**src/rtl/fifo_pkg.sv**
```systemverilog
// Shared types and defaults for the FIFO write-side packet framer.
package fifo_pkg;
    localparam int DEF_DATAWIDTH = 8;
    localparam int DEF_MAX_LEN   = 64;

    typedef enum logic {
        DATA    = 1'b0,
        TRAILER = 1'b1
    } fr_state_e;
endpackage

```
**src/rtl/fifo_wr_outreg.sv**
```systemverilog
// Single-entry output register in front of the FIFO write port.
// Loads when empty or when its current byte is being taken this cycle;
// holds w_en/datain stable while the FIFO reports full.
module fifo_wr_outreg
    import fifo_pkg::*;
#(
    parameter int DATAWIDTH = DEF_DATAWIDTH
) (
    input  logic                 wrclk,
    input  logic                 wrst,
    input  logic                 full,
    input  logic                 in_vld,
    input  logic [DATAWIDTH-1:0] in_data,
    input  logic                 in_end,
    output logic                 can_load,
    output logic                 w_en,
    output logic [DATAWIDTH-1:0] datain,
    output logic                 end_flag
);

    assign can_load = !w_en || !full;

    // Output register: load on free slot, otherwise hold.
    always_ff @(posedge wrclk or negedge wrst) begin
        if (!wrst) begin
            w_en     <= 1'b0;
            datain   <= '0;
            end_flag <= 1'b0;
        end else if (can_load) begin
            w_en     <= in_vld;
            end_flag <= in_vld && in_end;
            if (in_vld) datain <= in_data;
        end
    end

endmodule

```
**src/rtl/fifo_wr_framer.sv**
```systemverilog
// Packet framer on the FIFO write side. Accepts a byte stream, forwards it
// through a single output register, and closes packets on s_last or on
// reaching MAX_LEN (forced end, flagged by err_overlong).
// Optional feature: define FIFO_WR_FRAMER_CHECKSUM_EN to append an XOR
// checksum trailer byte (inverted on a forced end) after each packet.
module fifo_wr_framer
    import fifo_pkg::*;
#(
    parameter int DATAWIDTH = DEF_DATAWIDTH,
    parameter int MAX_LEN   = DEF_MAX_LEN
) (
    input  logic                 wrclk,
    input  logic                 wrst,
    input  logic                 s_valid,
    output logic                 s_ready,
    input  logic [DATAWIDTH-1:0] s_data,
    input  logic                 s_last,
    input  logic                 full,
    output logic                 w_en,
    output logic [DATAWIDTH-1:0] datain,
    output logic [15:0]          pkt_cnt,
    output logic                 err_overlong
);

    localparam logic [7:0] LEN_LAST = 8'(MAX_LEN - 1);

    logic                 can_load;
    logic                 out_end;
    logic                 acc;
    logic                 at_limit;
    logic                 forced;
    logic                 pkt_close;
    logic                 out_vld;
    logic [DATAWIDTH-1:0] out_data;
    logic                 out_tag;
    logic [7:0]           len;

    assign acc       = s_valid && s_ready;
    assign at_limit  = (len == LEN_LAST);
    assign forced    = acc && !s_last && at_limit;
    assign pkt_close = acc && (s_last || at_limit);

`ifdef FIFO_WR_FRAMER_CHECKSUM_EN
    fr_state_e            state, state_nxt;
    logic [DATAWIDTH-1:0] csum;
    logic                 inv;

    assign s_ready = (state == DATA) && can_load;

    // State register plus checksum/length accumulation.
    always_ff @(posedge wrclk or negedge wrst) begin
        if (!wrst) begin
            state <= DATA;
            csum  <= '0;
            len   <= '0;
            inv   <= 1'b0;
        end else begin
            state <= state_nxt;
            if (acc) begin
                csum <= csum ^ s_data;
                len  <= len + 8'd1;
                if (pkt_close) inv <= forced;
            end
            if (state == TRAILER && can_load) begin
                csum <= '0;
                len  <= '0;
            end
        end
    end

    // Next state and output-stage feed: stream bytes in DATA, trailer in TRAILER.
    always_comb begin
        state_nxt = state;
        out_vld   = 1'b0;
        out_data  = s_data;
        out_tag   = 1'b0;
        case (state)
            DATA: begin
                out_vld = acc;
                if (pkt_close) state_nxt = TRAILER;
            end
            TRAILER: begin
                out_vld  = can_load;
                out_data = inv ? ~csum : csum;
                out_tag  = 1'b1;
                if (can_load) state_nxt = DATA;
            end
            default: state_nxt = DATA;
        endcase
    end
`else
    assign s_ready  = can_load;
    assign out_vld  = acc;
    assign out_data = s_data;
    assign out_tag  = pkt_close;

    // Length counter only; it restarts on every packet close.
    always_ff @(posedge wrclk or negedge wrst) begin
        if (!wrst)          len <= '0;
        else if (pkt_close) len <= '0;
        else if (acc)       len <= len + 8'd1;
    end
`endif

    fifo_wr_outreg #(.DATAWIDTH(DATAWIDTH)) u_outreg (
        .wrclk    (wrclk),
        .wrst     (wrst),
        .full     (full),
        .in_vld   (out_vld),
        .in_data  (out_data),
        .in_end   (out_tag),
        .can_load (can_load),
        .w_en     (w_en),
        .datain   (datain),
        .end_flag (out_end)
    );

    // Packet counter on the FIFO taking a packet's final byte; error pulse.
    always_ff @(posedge wrclk or negedge wrst) begin
        if (!wrst) begin
            pkt_cnt      <= '0;
            err_overlong <= 1'b0;
        end else begin
            err_overlong <= forced;
            if (w_en && !full && out_end) pkt_cnt <= pkt_cnt + 16'd1;
        end
    end

endmodule
```
**config.mk**
```make
export PLATFORM = sky130hd
export DESIGN_NAME = fifo_wr_framer
export DESIGN_NICKNAME = d
export VERILOG_FILES = /design/src/rtl/fifo_pkg.sv /design/src/rtl/fifo_wr_outreg.sv /design/src/rtl/fifo_wr_framer.sv
export SDC_FILE = /design/constraint.sdc
export NUM_CORES = 1
export LEC_CHECK = 0
export CAP_MARGIN = 20
export CORE_MARGIN = 3
export CORE_UTILIZATION = 45
export CTS_CLUSTER_DIAMETER = 60
export CTS_CLUSTER_SIZE = 20
export DETAILED_ROUTE_END_ITERATION = 12
export GPL_ROUTABILITY_DRIVEN = 0
export HOLD_SLACK_MARGIN = 0.06
export PLACE_DENSITY_LB_ADDON = 0.15
export SLEW_MARGIN = 20
export SYNTH_ARGS = -nofsm -noshare
export SYNTH_HDL_FRONTEND = slang
export SYNTH_SLANG_ARGS = --single-unit
```
**constraint.sdc**
```tcl
create_clock -name wrclk -period 2.7 [get_ports wrclk]
set_input_delay 0.27 -clock wrclk [delete_from_list [all_inputs] [get_ports wrclk]]
set_output_delay 0.27 -clock wrclk [all_outputs]
set_load 0.02 [all_outputs]
```
==> impl_metrics.env, run 1 <==
export IMPL_io_pins=40
export IMPL_cp_startpoint="full"
export IMPL_cts_inserted_buffers=5
export IMPL_timing_final_crit_share_pct=66.4
export IMPL_worstPathArrival_ps=1520
export IMPL_yosysWarnings=0
export IMPL_cp_depth=3
export IMPL_vias=1172
export IMPL_drv_slew=0
export IMPL_synth_area_top_cells="dfrtp_1, nand2_1, xor2_1"
export IMPL_worst_pin_slew_ps=602
export IMPL_final_hold_viol_count=0
export IMPL_die_x_um=64.2
export IMPL_track_usage_pct=16.3
export IMPL_cts_setup_buffers=0
export IMPL_antenna_cells=0
export IMPL_cp_slowest_stage_delay_ps=610
export IMPL_fin_crit_ps=1790
export IMPL_power_leakage_nw=0.943
export IMPL_clkSinkCount=35
export IMPL_path_common_cell="clkdlybuf4s50_1"
export IMPL_ys_ff_latch=35
export IMPL_cp_cell_sequence="clkdlybuf4s50_1, nand2_1, clkdlybuf4s50_1"
export IMPL_syn_area_per_cell_um2=10.4
export IMPL_initial_core_util_pct=48.3
export IMPL_grt_pass1_wl_um=5290
export IMPL_drc_errors=0
export IMPL_multi_input_area_um2=628
export IMPL_mappedNetlistNets=162
export IMPL_fmax_mhz=557
export IMPL_slowest_stage="clkdlybuf4s50_1"
export IMPL_startpoint_type="input pin"
export IMPL_r2r_start="u_outreg.w_en$_DFFE_PN0N_"
export IMPL_rsz0062_at_grt="no"
export IMPL_grt_pass1_vias=1173
export IMPL_synth_edf_count=0
export IMPL_die_h_um=64.2
export IMPL_core_area_um2=3150
export IMPL_grt_max_degree=36
export IMPL_grt_overflow=0
export IMPL_finalPower_w=0.00114
export IMPL_port_buffers=39
export IMPL_endpoint_kind="primary output"
export IMPL_ys_top_cells_by_count="nand2_1, dfrtp_1, nor2_1"
export IMPL_drt_iter0_drc=42
export IMPL_dr_pass1_iters=5
export IMPL_crit_type="input pin to primary output"
export IMPL_clock_path_buffers=2
export IMPL_cts_hold_buf=0
export IMPL_fin_worst_skew_ps=9.45
export IMPL_critical_path_buf_inv_count=2
export IMPL_ctsRootBufferMaster="clkbuf_4"
export IMPL_async_flop_share_pct=100
export IMPL_core_rowCount=20
export IMPL_drv_cap=0
export IMPL_nFillCells=286
export IMPL_viasPerCell=4.97
export IMPL_syn2layout_area_growth_pct=32.3
export IMPL_hold_path_class="input pin to async pin"
export IMPL_max_slew_margin_rel_pct=59.8
export IMPL_clk_insertion_delay_late_ps=330
export IMPL_dieArea_um2=4120
export IMPL_setup_viol=0
export IMPL_antenna_found_initial=0
export IMPL_cp_top_family="buffers and inverters"
export IMPL_worst_ir_drop_vdd_mv=0.285
export IMPL_required_ps=2430
export IMPL_synth_cell_types=29
export IMPL_ant_nets=0
export IMPL_final_nets=208
export IMPL_ctsResizeCount=0
export IMPL_syn_cell_area_um2=1520
export IMPL_synth_top_area_share_pct=57.5
export IMPL_wl_um=2950
export IMPL_wl_per_cell_um=12.5
export IMPL_synthFlopType="dfrtp_1"
export IMPL_drive_gt1_share_pct=6.25
export IMPL_yosysTopAreaCell="dfrtp_1"
export IMPL_regArea_um2=876
export IMPL_place_hpwl_um=2170
export IMPL_cts_tree="yes"
export IMPL_yosysSeqAreaShare_pct=57.5
export IMPL_h_tree_depth=2
export IMPL_crit_path_max_fanout=7
export IMPL_status="complete, no violations"
export IMPL_clk_pin_slew_ps=100
export IMPL_power_per_cell_area_nw_per_um2=567
export IMPL_worst_r2r_cell_count=4
export IMPL_syn_inst=147
export IMPL_yosysMostFrequentCell="nand2_1"
export IMPL_tns_ps=0
placed cells by master (no fill, tap or decap), drive strengths merged, types with 2 or more instances in the layout:
master         count
and2               2
and3               3
buf                2
clkbuf             6
clkdlybuf4s50     39
dfrtp             35
ha                 2
inv                3
nand2             36
nand3              6
nand4              6
nor2              13
nor4               4
o21ai              2
xnor2              9
xor2              11
final cells by class:
cell class	instances	area share, %
Inverter	3	0.558
Tap cell	44	2.73
Clock buffer	6	2.05
Timing Repair Buffer	41	20.1
Sequential cell	35	43.4
Multi-Input combinational cell	107	31.1
flip-flops by register name, summed over array words and instances, names as in the netlist:
signal             count
pkt_cnt               16
u_outreg.end_flag      1
len                    8
u_outreg.datain        8
u_outreg.w_en          1
err_overlong           1
final timing paths:
path	endpoint	slack, ps
hold reg to reg	u_outreg.datain[0]$_DFFE_PN0P_	480
hold / removal	pkt_cnt[13]$_DFFE_PN0P_	340
max in group asynchronous	pkt_cnt[5]$_DFFE_PN0P_	2030
min in group wrclk	u_outreg.datain[5]$_DFFE_PN0P_	460
setup / recovery	s_ready	910
setup reg to reg	pkt_cnt[13]$_DFFE_PN0P_	1050
stage by stage:
step / instance area, um^2 / setup WS, ps / util (%) / hold WS [ps] / std cells
finish: 2020 / 906 / 64.0 / 344 / 236
global route: 2020 / 751 / 64.0 / 367 / 236
CTS: 2020 / 896 / 64.0 / 362 / 236
detailed placement: 1980 / 600 / 62.7 / 464 / 230
global placement: 1980 / 657 / 62.7 / 458 / 230
floorplan: 1520 / 1020 / - / -25.6 / 147
kinds of logic after synthesis:
group | synth area share [%]
and+or+nand+nor | 24.2
DFF | 57.5
xor gates and xnor gates | 11.5
AOI/OAI and AO/OA | 3.86
buffers and inverters | 1.31
adders and majority gates | 1.64
report_power, final:
| group | internal, W | switching [W] | total [W] |
|---|---|---|---|
| sequential | 0.000575 | 0.0000519 | 0.000627 |
| clock | 0.0000926 | 0.000152 | 0.000245 |
| combinational | 0.000132 | 0.000140 | 0.000272 |
| total | 0.000800 | 0.000344 | 0.00114 |
per-layer routing:
layer	global-route usage (%)	vias to the layer above	part of all wire (%)
met4	5.54	0	0.64
li1	-	577	-
met3	4.92	2	6.0
met2	26.6	32	50
met1	20.5	561	44
met5	0	-	0
Power figures use the tool's default switching activity.
==> run 2: changes to the inputs <==
==> constraint.sdc (replaced) <==
create_clock -name wrclk -period 1.8 [get_ports wrclk]
set_input_delay 0.18 -clock wrclk [delete_from_list [all_inputs] [get_ports wrclk]]
set_output_delay 0.18 -clock wrclk [all_outputs]
set_load 0.02 [all_outputs]
==> impl_metrics.env, run 2 (synthesized netlist as in run 1, its figures left out) <==
export IMPL_status="complete, no violations"
export IMPL_wl_per_cell_um=12.5
export IMPL_cts_inserted_buffers=5
export IMPL_slowest_stage="or4_4"
export IMPL_startpoint_type="register"
export IMPL_drt_iter0_drc=70
export IMPL_drv_slew=0
export IMPL_drive_gt1_share_pct=9.55
export IMPL_track_usage_pct=17.2
export IMPL_drv_cap=0
export IMPL_syn2layout_area_growth_pct=36.8
export IMPL_max_slew_margin_rel_pct=71.3
export IMPL_tns_ps=0
export IMPL_power_leakage_nw=0.988
export IMPL_core_area_um2=3150
export IMPL_vias=1235
export IMPL_grt_pass1_vias=1246
export IMPL_final_nets=213
export IMPL_antenna_cells=0
export IMPL_clkSinkCount=35
export IMPL_layout_setup_ws_ps=103
export IMPL_grt_overflow=0
export IMPL_largest_register="pkt_cnt"
export IMPL_cp_slowest_stage_delay_ps=580
export IMPL_port_buffers=39
export IMPL_clk_insertion_delay_late_ps=340
export IMPL_grt_max_degree=36
export IMPL_worst_pin_slew_ps=431
export IMPL_cp_cell_sequence="ha_1, nand4b_1, or4_4, nor2_2, xnor2_1"
export IMPL_fin_util_pct=66.1
export IMPL_largest_register_ffs=16
export IMPL_final_cell_mix="clkdlybuf4s50_1, nand2_1, dfrtp_1, nor2_1, xor2_1"
export IMPL_viasPerCell=5.08
export IMPL_hold_path_class="input pin to async pin"
export IMPL_cp_top_family="simple AND/OR/NAND/NOR gates"
export IMPL_finalPower_w=0.00185
export IMPL_timing_final_crit_share_pct=94.3
export IMPL_critical_path_buf_inv_count=0
export IMPL_final_hold_viol_count=0
export IMPL_dr_pass1_iters=5
export IMPL_grt_pass1_wl_um=5510
export IMPL_cp_depth=5
export IMPL_final_common_cell="clkdlybuf4s50_1"
export IMPL_clk_pin_slew_ps=100
export IMPL_io_pins=40
export IMPL_core_rowCount=20
export IMPL_dieArea_um2=4120
export IMPL_rsz0062_at_grt="no"
export IMPL_antenna_found_initial=0
export IMPL_worst_ir_drop_vdd_mv=0.434
export IMPL_fin_worst_skew_ps=9.62
export IMPL_power_per_cell_area_nw_per_um2=887
export IMPL_fmax_mhz=589
export IMPL_die_h_um=64.2
export IMPL_clock_path_buffers=2
export IMPL_endpoint_kind="register"
export IMPL_cts_tree="yes"
export IMPL_initial_core_util_pct=48.3
export IMPL_h_tree_depth=2
export IMPL_fin_crit_ps=1700
export IMPL_cts_hold_buf=0
export IMPL_worstPathArrival_ps=1960
export IMPL_wl_um=3040
export IMPL_required_ps=2060
export IMPL_ant_nets=0
export IMPL_ctsRootBufferMaster="clkbuf_4"
export IMPL_crit_path_max_fanout=4
export IMPL_drc_errors=0
export IMPL_place_hpwl_um=2250
export IMPL_worst_r2r_cell_count=5
export IMPL_reg_largest_list="pkt_cnt x16, len x8, u_outreg.datain x8"
export IMPL_crit_type="register to register"
export IMPL_pre_cts_ws_ps=-34.8
export IMPL_die_x_um=64.2
export IMPL_setup_viol=0
-- run 2: changes by cell type in the layout (fill, tap and decap cells not counted) --
cell,before,now
clkdlybuf4s50_1,39,38
clkbuf_8,0,2
buf_4,2,7
dlymetal6s2s_1,0,1
-- run 2: worst paths after layout --
kind / slack (ps) / end / start
hold reg to reg: 480 / pkt_cnt[15]$_DFFE_PN0P_ / pkt_cnt[15]$_DFFE_PN0P_
setup / recovery: 100 / pkt_cnt[14]$_DFFE_PN0P_ / pkt_cnt[1]$_DFFE_PN0P_
setup reg to reg: 100 / pkt_cnt[14]$_DFFE_PN0P_ / pkt_cnt[1]$_DFFE_PN0P_
max in group asynchronous: 1250 / len[1]$_DFFE_PN0P_ / wrst
min in group wrclk: 360 / u_outreg.datain[3]$_DFFE_PN0P_ / s_data[3]
hold / removal: 250 / u_outreg.end_flag$_DFFE_PN0N_ / wrst
-- run 2: final cells by class --
class,count,area [um^2]
Fill cell,278,1070
Multi-Input combinational cell,107,628
Inverter,3,11.3
Sequential cell,35,876
Clock buffer,8,68.8
Tap cell,44,55.1
Timing Repair Buffer,46,445
-- run 2: worst register-to-register path, delay by kind of cell (launching register included) --
kind / cells / cell delay [ps]
fa+ha+maj: 1 / 190
xor+xnor: 1 / 120
simple gates: 3 / 900
flops: 1 / 410
-- run 2: timing repair --
action                     in CTS  in global routing
setup endpoints to repair       0                  2
buffers inserted                0                  1
resized for setup               0                  1
-- run 2: layer usage --
metal  share of wire [%]  GRT usage, %
met1                  42          21.0
met4                 1.9          9.23
met5                   0             0
met3                 6.4          4.75
met2                  49          27.5
-- run 2: power breakdown --
part | internal, W | switching (W)
Combinational | 0.000216 | 0.000214
Sequential | 0.000863 | 0.0000784
Clock | 0.000230 | 0.000248
-- run 2: through the flow --
stage               std cells  hold slack, ps  instance area [um^2]
floorplan                 147            -116                  1520
CTS                       242             254                  2070
detailed placement        234             468                  2010
global placement          234             458                  2010
global route              243             274                  2080
finish                    243             247                  2080
==> run 3: changes to the inputs <==
==> constraint.sdc (replaced) <==
create_clock -name wrclk -period 2 [get_ports wrclk]
set_input_delay 0.2 -clock wrclk [delete_from_list [all_inputs] [get_ports wrclk]]
set_output_delay 0.2 -clock wrclk [all_outputs]
set_load 0.02 [all_outputs]
==> impl_metrics.env, run 3 (synthesized netlist as in run 1, its figures left out) <==
export IMPL_status="complete, no violations"
export IMPL_instances_no_fill=242
export IMPL_wl_per_cell_um=12.4
export IMPL_antenna_found_initial=0
export IMPL_fmax_mhz=574
export IMPL_fin_util_pct=65.8
export IMPL_place_hpwl_um=2180
export IMPL_drc_errors=0
export IMPL_cts_tree="yes"
export IMPL_drive_gt1_share_pct=9.09
export IMPL_worstPathArrival_ps=1540
export IMPL_power_per_cell_area_nw_per_um2=801
export IMPL_clk_insertion_delay_late_ps=340
export IMPL_dp_cells=234
export IMPL_grt_max_degree=36
export IMPL_final_nets=212
export IMPL_worst_ir_drop_vdd_mv=0.422
export IMPL_largest_register="pkt_cnt"
export IMPL_clock_path_buffers=2
export IMPL_tns_ps=0
export IMPL_crit_type="register to primary output"
export IMPL_wl_um=3010
export IMPL_drv_cap=0
export IMPL_reg_largest_list="pkt_cnt x16, len x8, u_outreg.datain x8"
export IMPL_hold_path_class="input pin to async pin"
export IMPL_startpoint_type="register"
export IMPL_h_tree_depth=2
export IMPL_antenna_cells=0
export IMPL_initial_core_util_pct=48.3
export IMPL_worst_pin_slew_ps=433
export IMPL_die_h_um=64.2
export IMPL_crit_path_max_fanout=8
export IMPL_viasPerCell=4.92
export IMPL_final_hold_viol_count=0
export IMPL_clkSinkCount=35
export IMPL_final_common_cell="clkdlybuf4s50_1"
export IMPL_r2r_start="pkt_cnt[0]$_DFFE_PN0P_"
export IMPL_cts_hold_buf=0
export IMPL_drv_slew=0
export IMPL_port_buffers=39
export IMPL_cp_startpoint="u_outreg.w_en$_DFFE_PN0N_"
export IMPL_syn2layout_area_growth_pct=36.1
export IMPL_required_ps=1800
export IMPL_cts_setup_buffers=0
export IMPL_final_cell_mix="clkdlybuf4s50_1, nand2_1, dfrtp_1, nor2_1, xor2_1"
export IMPL_r2r_end="pkt_cnt[14]$_DFFE_PN0P_"
export IMPL_endpoint_kind="primary output"
export IMPL_power_leakage_nw=0.977
export IMPL_finalPower_w=0.00166
export IMPL_worst_r2r_cell_count=5
export IMPL_ant_nets=0
export IMPL_largest_register_ffs=16
export IMPL_drt_iter0_drc=63
export IMPL_max_slew_margin_rel_pct=71.1
export IMPL_cts_inserted_buffers=5
export IMPL_ctsResizeCount=0
export IMPL_core_rowCount=20
export IMPL_reg2reg_slack_ps=330
export IMPL_dieArea_um2=4120
export IMPL_io_pins=40
export IMPL_setup_viol=0
export IMPL_grt_overflow=0
export IMPL_grt_pass1_wl_um=5170
export IMPL_track_usage_pct=16.1
export IMPL_rsz0062_at_grt="no"
export IMPL_core_area_um2=3150
export IMPL_fin_crit_ps=1740
export IMPL_vias=1191
export IMPL_fin_worst_skew_ps=4.67
export IMPL_dr_pass1_iters=4
export IMPL_ctsRootBufferMaster="clkbuf_4"
export IMPL_timing_final_crit_share_pct=87.2
export IMPL_clk_pin_slew_ps=110
export IMPL_die_x_um=64.2
export IMPL_grt_pass1_vias=1169
[run 3: changes by cell type in the layout (fill, tap and decap cells not counted), sizes merged]
cell	previous run	this run
buf	7	6
clkdlybuf4s50	38	39
dlymetal6s2s	1	0
[run 3: worst max path at each step]
stage / to / slack [ps] / cells after the start
2_1_floorplan: pkt_cnt[14]$_DFFE_PN0P_ / 320 / 5
3_3_place_gp: pkt_cnt[14]$_DFFE_PN0P_ / 220 / 5
3_5_place_dp: pkt_cnt[14]$_DFFE_PN0P_ / 170 / 5
4_1_cts: s_ready / 250 / 2
5_1_grt: s_ready / 190 / 2
6_report: s_ready / 260 / 2
[run 3: report_power, final]
part / switching [W] / internal (W) / total (W)
clock: 0.000236 / 0.000207 / 0.000443
combinational: 0.000186 / 0.000183 / 0.000369
sequential: 0.0000727 / 0.000777 / 0.000849
[run 3: critical path, stage by stage (launching register included)]
cell and delay, ps:
dfrtp_1 480, nand2_1 120, clkdlybuf4s50_1 610
[run 3: layout make-up]
class	instances	area [um^2]
tap	44	55.1
timing repair buffer	45	435
sequential	35	876
fill	273	1080
clock buffer	8	68.8
multi-input combinational	107	628
inverter	3	11.3
[run 3: routing by layer]
layer / up-vias / share of wire [%] / GRT usage [%] / wire length, um
li1: 589 / - / - / -
met1: 565 / 46 / 19.0 / 1380
met2: 30 / 47 / 26.5 / 1410
met3: 7 / 5.6 / 5.10 / 169
met4: 0 / 1.8 / 7.65 / 53
met5: - / 0 / 0 / 0
[run 3: through the flow]
step	setup WS [ps]	area, um^2	hold slack, ps
after floorplan	317	1520	-95.6
after global placement	221	2010	458
after detailed placement	166	2010	462
after CTS	249	2070	280
after global routing	189	2070	310
final	256	2070	265
